[config.mk]
export PLATFORM = sky130hd
export DESIGN_NAME = dff_chain_ctrl
export DESIGN_NICKNAME = d
export VERILOG_FILES = /design/src/rtl/dff_chain_ctrl.sv
export SDC_FILE = /design/constraint.sdc
export NUM_CORES = 1
export LEC_CHECK = 0
export BUFFER_PORTS_ARGS = -buffer_cell sky130_fd_sc_hd__buf_4
export CAP_MARGIN = 0
export CORE_AREA = 10 10 52 95
export DETAILED_ROUTE_END_ITERATION = 10
export DIE_AREA = 0 0 62 105
export PLACE_DENSITY_LB_ADDON = 0.15
export SKIP_CTS_REPAIR_TIMING = 1
export SKIP_LAST_GASP = 1
export SLEW_MARGIN = 20
export SYNTH_ARGS = -nofsm -noshare
export SYNTH_HDL_FRONTEND = slang
export SYNTH_SLANG_ARGS = --single-unit
export TNS_END_PERCENT = 1
[constraint.sdc]
create_clock -name CLK -period 3.35 [get_ports CLK]
set_input_delay 0.335 -clock CLK [delete_from_list [all_inputs] [get_ports CLK]]
set_output_delay 0.335 -clock CLK [all_outputs]
set_load 0.02 [all_outputs]
[src/rtl/dff_chain_ctrl.sv]
// -----------------------------------------------------------------------------
// dff_chain_ctrl
//
// Sequencing controller for a serial chain of WIDTH D flip-flops. A START seen
// while idle latches LOAD_DATA and streams it into the chain LSB first, one bit
// per cycle, through SDO with SHIFT_EN held high for exactly WIDTH cycles. In
// the same cycles the chain's far-end output (CHAIN_IN) is captured, so the
// previous chain contents are returned on READ_DATA when the sequence ends.
//
// Ports:
//   CLK        in   1      clock, all state updates on the rising edge
//   RST        in   1      synchronous active-high reset
//   START      in   1      sequence request, only honoured in IDLE
//   LOAD_DATA  in   WIDTH  word shifted into the chain, latched on acceptance
//   CHAIN_IN   in   1      Q of the last chain stage
//   SHIFT_EN   out  1      chain shift enable
//   SDO        out  1      serial data to the first chain stage
//   BUSY       out  1      high whenever not IDLE
//   DONE       out  1      one-cycle completion pulse
//   READ_DATA  out  WIDTH  captured previous chain contents, held between runs
// -----------------------------------------------------------------------------
module dff_chain_ctrl #(
  parameter int WIDTH = 8
) (
  input  logic             CLK,
  input  logic             RST,
  input  logic             START,
  input  logic [WIDTH-1:0] LOAD_DATA,
  input  logic             CHAIN_IN,
  output logic             SHIFT_EN,
  output logic             SDO,
  output logic             BUSY,
  output logic             DONE,
  output logic [WIDTH-1:0] READ_DATA
);

  localparam int CW = $clog2(WIDTH + 1);
  localparam logic [CW-1:0] CNT_LAST = CW'(WIDTH - 1);

  typedef enum logic [1:0] {
    S_IDLE   = 2'd0,
    S_SHIFT  = 2'd1,
    S_FINISH = 2'd2
  } state_t;

  state_t           r_state;
  logic [WIDTH-1:0] r_sr;
  logic [WIDTH-1:0] r_cap;
  logic [WIDTH-1:0] r_read_data;
  logic [CW-1:0]    r_cnt;
  logic             r_shift_en;
  logic             r_busy;
  logic             r_done;

  logic             w_last;
  logic             w_shifting;
  logic [WIDTH-1:0] w_cap_next;

  assign w_last     = (r_cnt == CNT_LAST);
  assign w_shifting = (r_state == S_SHIFT);

  // One-hot write decode for the capture register: bit gi takes CHAIN_IN on
  // the SHIFT edge where the counter equals gi, otherwise it holds.
  genvar gi;
  generate
    for (gi = 0; gi < WIDTH; gi++) begin : g_cap
      assign w_cap_next[gi] = (w_shifting && (r_cnt == CW'(gi))) ? CHAIN_IN
                                                                 : r_cap[gi];
    end
  endgenerate

  always_ff @(posedge CLK) begin
    if (RST) begin
      r_cap <= '0;
    end else begin
      r_cap <= w_cap_next;
    end
  end

  // Control FSM. Status outputs are registered alongside the state so they
  // change only on clock edges.
  always_ff @(posedge CLK) begin
    if (RST) begin
      r_state     <= S_IDLE;
      r_sr        <= '0;
      r_cnt       <= '0;
      r_read_data <= '0;
      r_shift_en  <= 1'b0;
      r_busy      <= 1'b0;
      r_done      <= 1'b0;
    end else begin
      case (r_state)
        S_IDLE: begin
          r_done <= 1'b0;
          if (START) begin
            r_sr       <= LOAD_DATA;
            r_cnt      <= '0;
            r_state    <= S_SHIFT;
            r_shift_en <= 1'b1;
            r_busy     <= 1'b1;
          end
        end

        S_SHIFT: begin
          // Zero fill: after WIDTH shifts sr is all zero, which keeps SDO low
          // for the rest of the time without any extra gating.
          r_sr  <= {1'b0, r_sr[WIDTH-1:1]};
          r_cnt <= r_cnt + CW'(1);
          if (w_last) begin
            r_state    <= S_FINISH;
            r_shift_en <= 1'b0;
            r_done     <= 1'b1;
          end
        end

        S_FINISH: begin
          r_read_data <= r_cap;
          r_state     <= S_IDLE;
          r_busy      <= 1'b0;
          r_done      <= 1'b0;
        end

        default: begin
          r_state    <= S_IDLE;
          r_sr       <= '0;
          r_cnt      <= '0;
          r_shift_en <= 1'b0;
          r_busy     <= 1'b0;
          r_done     <= 1'b0;
        end
      endcase
    end
  end

  // SDO comes straight from a flop; sr is zero in IDLE and FINISH.
  assign SDO       = r_sr[0];
  assign SHIFT_EN  = r_shift_en;
  assign BUSY      = r_busy;
  assign DONE      = r_done;
  assign READ_DATA = r_read_data;

endmodule

==> out/metrics.csv, run 1 <==
metric;value;unit
clock sinks;33;
CTS tree;built;
number of synthesized flops with an enable pin;0;
Worst-Margin Slew;0.7001;ns
via count;994;
CP endpoint kind;register;
final period utilization;0.5086;
Clock Latency Late Sink;0.28;ns
HP Class;in2reg;
Max Slew Vio Count;0;
Worst R2R Start;r_state[0]$_SDFFE_PP0P_;
Worst Reg-to-Reg Cells;3;
post-synthesis async set-or-reset flop share;0;
max-cap violations;0;
Max stage delay on crit path;0.77;ns
H-Tree Depth;2;
Seq cells post-synth;33;
# rows;30;
Critical Path RT;3.51;ns
final hold violation count;0;
CP bufs+invs;0;
DIE AREA;0.006510;sq mm
Reg area;660.6;sq um
Die H;105;um
status;complete, no violations;
cts bufs inserted;5;
Critical R2R Capture;READ_DATA[4]$_SDFFE_PP0N_;
multi-input combinational cell area;681.9;sq um
Final WS setup;1.646;ns
Max Clock Skew;0.005395;ns
P_leak;0.0007915;uW
GRT Resource Usage Total;0.09368;
Power, Total;800.7;uW
Hold Path Sink;r_sr[2]$_SDFFE_PP0P_;
syn nets;151;
wire per inst;13.55;um
detailed placement HPWL;2095;um
Syn Inst Count;135;
dpl ws;1.589;ns
unrepaired setup endpoints after global routing;no;
largest net degree at the start of global routing;28;
yosys warns;0;
FF-to-FF setup slack;1.65;ns
initial antenna violation count;0;
area of the core;0.003416;sq mm
DRC;0;
hold depth;3;
ANT cells;0;
Overflow after GRT;0;
RePlAce Congestion;0.7478;
clk root buf;clkbuf_8;
fmax;0.5870;GHz
critical path fanouts, max;17;
Setup CP Type;reg2reg;
most used flip-flop cell after synthesis;dfxtp_1;
CP arrival;1.86;ns
Hold Crit Start;LOAD_DATA[2];
drt via density;4.825;
ANT nets after route;0;
Die W;62;um
fillcell total;336;
# IOs;24;
post-synthesis to final-layout area growth;21.31;%
Post-Route WL;2792;um
worst hold margin;0.3123;ns
crit start category;register;
Max-slew headroom;0.5326;
Nets;173;
vias in the first global route;1045;
share of cells above drive strength 1;0.2152;
DRT iter0 DRCs;14;
Power Dens Cells;474.4;mW/mm^2
final setup vio count;0;
Synth cell types;29;
CP delay by family, top;flip-flops;
Critical Path, Cell by Cell;nand2b_1, mux2i_1, nor2_1;
clk slew on worst S/H paths;0.07;ns
initial core utilization;0.4073;
first drt pass iteration count;4;
Synth Cell Area;0.001391;sq mm
syn avg cell area;10.31;sq um
global-route wire length before repair;4657;um
VDD IR-drop max;0.3115;mV
Worst path slowest cell;dfxtp_1;
PortBufs;23;
min cycle time layout;1.704;ns
Clock Path Buffers;2;
setup TNS;0;ns
Seq/Total Area, Yosys;0.4748;
cells in the mapped netlist, types with 2 or more instances:
cell type	count	area share
dfxtp_1	33	0.47
mux2i_1	24	0.17
nor2_1	12	0.032
nand2b_1	11	0.049
nand2_1	8	0.022
o2bb2ai_1	7	0.044
buf_2	6	0.022
ha_1	4	0.036
a21oi_1	3	0.011
nor3_1	3	0.011
a32oi_1	2	0.013
and3b_1	2	0.013
clkbuf_1	2	0.0054
inv_1	2	0.0054
nor2b_1	2	0.0090
layer usage:
layer  vias to the layer above  global-route usage  wire length, um  share of wire
li1                        507                   -                -              -
met1                       455             0.08693             1035           0.37
met2                        24              0.1581             1490           0.53
met3                         8             0.04000              171          0.061
met4                         0             0.05627               95          0.034
met5                         -                   0                0              0
tightest hold or removal path, delay by kind of cell:
family	cells	cell delay (ns)
buf+inv	1	0.07
compound gates	1	0.10
mux	1	0.05
power by group:
| group | internal, uW | switching [uW] | total (uW) | leakage [uW] |
|---|---|---|---|---|
| Combinational | 31.3 | 30.2 | 61.4 | 0.000469 |
| Clock | 185 | 137 | 322 | 0.0000542 |
| Sequential | 405 | 12.3 | 417 | 0.000269 |
| Total | 622 | 179 | 801 | 0.000792 |
how the worst max path moves through the flow:
stage	slack, ns	cells after the start	end	start
final	1.65	3	READ_DATA[4]$_SDFFE_PP0N_	r_state[0]$_SDFFE_PP0P_
after global routing	1.52	3	READ_DATA[0]$_SDFFE_PP0N_	r_state[0]$_SDFFE_PP0P_
after CTS	1.59	3	READ_DATA[7]$_SDFFE_PP0N_	r_state[0]$_SDFFE_PP0P_
after detailed placement	1.59	3	READ_DATA[7]$_SDFFE_PP0N_	r_state[0]$_SDFFE_PP0P_
after global placement	1.65	3	READ_DATA[3]$_SDFFE_PP0N_	r_state[0]$_SDFFE_PP0P_
after floorplan	2.07	4	SHIFT_EN$_SDFFE_PP0P_	r_cnt[0]$_SDFFE_PP0P_
cell families after synthesis:
family                   share of synthesized area
AO/OA/AOI/OAI                              0.09083
buffers and inverters                      0.03507
multiplexers                                0.1727
AND/OR/NAND/NOR                             0.1781
adder cells (fa/ha/maj)                    0.03597
XOR/XNOR                                   0.01259
flip-flops                                  0.4748
cell type report:
class                      instances  share of cell area
clock buffer                       7             0.05708
timing repair buffer              23              0.1023
multi-input combinational         91              0.4040
inverter                           3            0.006672
clock inverter                     1            0.002965
tap                               48             0.03558
sequential                        33              0.3914
registers in the layout, indices dropped and copies added (netlist names):
| name | count |
|---|---|
| READ_DATA | 8 |
| DONE | 1 |
| SHIFT_EN | 1 |
| r_cap | 8 |
| BUSY | 1 |
| r_state | 2 |
| r_sr | 8 |
| r_cnt | 4 |
cells in the final DEF (no fill, tap or decap):
cell type / n
or3b_1: 1
inv_1: 2
dfxtp_1: 33
nor2b_1: 2
and4bb_1: 1
nor3_1: 3
o21a_1: 1
xnor2_1: 1
nand2b_1: 11
a31oi_1: 1
clkbuf_8: 7
a21oi_1: 3
clkinv_2: 1
nor2_1: 12
nor3_2: 1
nor3b_1: 1
xor2_1: 1
a22o_1: 1
inv_2: 1
nand3_1: 1
nor4b_2: 1
mux2i_1: 24
o2bb2ai_1: 7
ha_1: 4
o21ai_0: 1
and3b_1: 2
nand2_1: 8
o21ai_1: 1
buf_4: 23
a32oi_1: 2
metrics by stage:
stage	instance area, sq um	instances	utilization
after floorplan	1391	135	-
after global placement	1587	198	0.4645
after detailed placement	1587	198	0.4645
after CTS	1688	206	0.4941
after global routing	1688	206	0.4941
final	1688	206	0.4941
Power figures use the tool's default switching activity.
==> run 2, diff against run 1 <==
--- a/config.mk
+++ b/config.mk
@@ -5,11 +5,12 @@
 export SDC_FILE = /design/constraint.sdc
 export NUM_CORES = 1
 export LEC_CHECK = 0
+export ABC_AREA = 1
 export BUFFER_PORTS_ARGS = -buffer_cell sky130_fd_sc_hd__buf_4
 export CAP_MARGIN = 0
-export CORE_AREA = 10 10 52 95
+export CORE_AREA = 10 10 52 94
 export DETAILED_ROUTE_END_ITERATION = 10
-export DIE_AREA = 0 0 62 105
+export DIE_AREA = 0 0 62 104
 export PLACE_DENSITY_LB_ADDON = 0.15
 export SKIP_CTS_REPAIR_TIMING = 1
 export SKIP_LAST_GASP = 1
==> constraint.sdc (replaced) <==
create_clock -name CLK -period 1.7 [get_ports CLK]
set_input_delay 0.17 -clock CLK [delete_from_list [all_inputs] [get_ports CLK]]
set_output_delay 0.17 -clock CLK [all_outputs]
set_load 0.02 [all_outputs]
==> out/metrics.csv, run 2 <==
metric;value;unit
post-synthesis to final-layout area growth;23.39;%
area of the core;0.003416;sq mm
ANT nets after route;0;
H-Tree Depth;2;
final hold violation count;0;
Die H;104;um
most frequent CP cell;nor2_1;
clock sinks;33;
Max-slew headroom;0.6629;
initial core utilization;0.4026;
Seq/Total Area, Yosys;0.4804;
share of cells above drive strength 1;0.1706;
largest family of logic cells by synthesized area;simple AND/OR/NAND/NOR gates;
RePlAce Congestion;0.7457;
Clock Latency Late Sink;0.29;ns
Synth Area in Adders;0.03640;
final setup vio count;0;
DIE AREA;0.006448;sq mm
setup TNS;0;ns
Yosys top cell area share;0.4804;
Overflow after GRT;0;
detailed placement HPWL;2392;um
Power Dens Cells;1025;mW/mm^2
top post-synthesis cells by area;dfxtp_1, nor2_1, nand2_1;
VDD IR-drop max;0.5642;mV
complex-gate fraction of the synthesized area;0.1492;
Max stage delay on crit path;0.45;ns
initial antenna violation count;0;
via count;1242;
Critical Path RT;1.88;ns
Critical Path, Cell by Cell;ha_1, nand2_1, nor2_1, inv_1, a21oi_1, nor2_1;
Die W;62;um
top cells by count, synth;nor2_1, dfxtp_1, nand2_1;
min cycle time layout;1.441;ns
status;complete, no violations;
most used flip-flop cell after synthesis;dfxtp_1;
Post-Route WL;3133;um
CP arrival;1.62;ns
GRT Resource Usage Total;0.1078;
largest net degree at the start of global routing;24;
area leader, netlist;dfxtp_1;
commonest non-fill, non-tap cells in the layout;nor2_1, dfxtp_1, nand2_1;
XOR/XNOR Fraction of Synth Area;0;
syn avg cell area;7.393;sq um
# IOs;24;
DRT iter0 DRCs;30;
CTS tree;built;
critical path fanouts, max;7;
vias in the first global route;1222;
unrepaired setup endpoints after global routing;no;
Nets;226;
Synth cell types;19;
post-synthesis async set-or-reset flop share;0;
fmax;0.6939;GHz
yosys warns;0;
mux cell area share after synthesis;0;
Post-Synth Simple-Gate Area;0.2812;
fillcell total;358;
final period utilization;0.8477;
Worst path slowest cell;dfxtp_1;
syn nets;202;
clk root buf;clkbuf_8;
crit start category;register;
PortBufs;23;
first drt pass iteration count;4;
DRC;0;
ANT cells;0;
Syn Inst Count;186;
Worst-Margin Slew;0.5051;ns
number of synthesized flops with an enable pin;0;
CP endpoint kind;register;
cts bufs inserted;5;
Setup CP Type;reg2reg;
Placed Cells incl. Taps;251;
max-cap violations;0;
HP Class;in2reg;
final cell count without fillers;259;
Max Clock Skew;0.003587;ns
P_leak;0.0007483;uW
# rows;30;
clk slew on worst S/H paths;0.07;ns
Synth Cell Area;0.001375;sq mm
commonest non-fill, non-tap cell in the layout;nor2_1;
Seq cells post-synth;33;
cell with the most instances after synthesis;nor2_1;
Clock Path Buffers;2;
wire per inst;12.10;um
global-route wire length before repair;5388;um
drt via density;4.795;
Max Slew Vio Count;0;
==> run 2: cell types whose count changed in the layout (fill, tap and decap cells not counted), sizes merged, moves of 2 or more <==
cell     previous run  this run
o2bb2ai             7         0
nor2               12        38
nand3               1        11
mux2i              24         0
nand2b             11         0
nor2b               2         0
o21ai               2        21
and3b               2         0
a21oi               3        20
inv                 3        10
nand4               0         5
nand2               8        33
a32oi               2         0
==> run 2: routing by layer <==
layer / GRT usage / part of all wire / vias to the layer above
met5: 0 / 0 / -
met4: 0.05466 / 0.018 / 0
met3: 0.04034 / 0.053 / 6
met2: 0.1824 / 0.53 / 23
met1: 0.1066 / 0.40 / 557
li1: - / - / 656
==> run 2: worst max-delay path, delay by kind of cell (launching register included) <==
kind / cells / cell delay (ns)
compound gates: 1 / 0.14
fa+ha+maj: 1 / 0.26
buf+inv: 1 / 0.10
flops: 1 / 0.45
simple gates: 3 / 0.38
==> run 2: path summary, 6_finish.rpt <==
check / from / end / slack [ns] / depth (start not counted)
worst min-delay path: LOAD_DATA[7] / r_sr[7]$_SDFFE_PP0P_ / 0.15 / 3
worst max-delay path: r_cnt[0]$_SDFFE_PP0P_ / SHIFT_EN$_SDFFE_PP0P_ / 0.26 / 6
worst max register to register: r_cnt[0]$_SDFFE_PP0P_ / SHIFT_EN$_SDFFE_PP0P_ / 0.26 / 6
worst min register to register: BUSY$_SDFFE_PP0P_ / BUSY$_SDFFE_PP0P_ / 0.47 / 2
==> run 2: cell type report <==
class | count | area [sq um] | share of cell area
flip-flops and latches | 33 | 660.6 | 0.3894
multi-input cells | 136 | 641.9 | 0.3783
well taps | 48 | 60.06 | 0.03540
repair buffers | 24 | 180.2 | 0.1062
clock inverters | 1 | 30.03 | 0.01770
inverters | 10 | 37.54 | 0.02212
clock buffers | 7 | 86.33 | 0.05088
==> run 2: power breakdown <==
| group | internal (uW) | switching, uW | total [uW] |
|---|---|---|---|
| clock | 478 | 286 | 763 |
| combinational | 59.9 | 94.7 | 155 |
| sequential | 802 | 20.3 | 822 |
| total | 1340 | 401 | 1740 |
==> run 2: cells by family (layout without fill, tap and decap cells) <==
family          after synthesis  count (layout)
simple gates                 91              91
compound gates               41              41
flops                        33              33
buf+inv                      17              42
fa+ha+maj                     4               4
==> run 2: through the flow <==
stage          area, sq um  power [uW]  setup slack (ns)  hold slack (ns)  utilization
6_report              1697        1740            0.2589           0.1473       0.4967
5_1_grt               1697        1813            0.1036           0.1658       0.4967
4_1_cts               1697        1760            0.2699           0.1427       0.4967
3_5_place_dp          1580       997.5            0.2858           0.4472       0.4626
3_3_place_gp          1580       992.5            0.2945           0.4464       0.4626
2_1_floorplan         1375       942.9            0.5218           0.2391            -
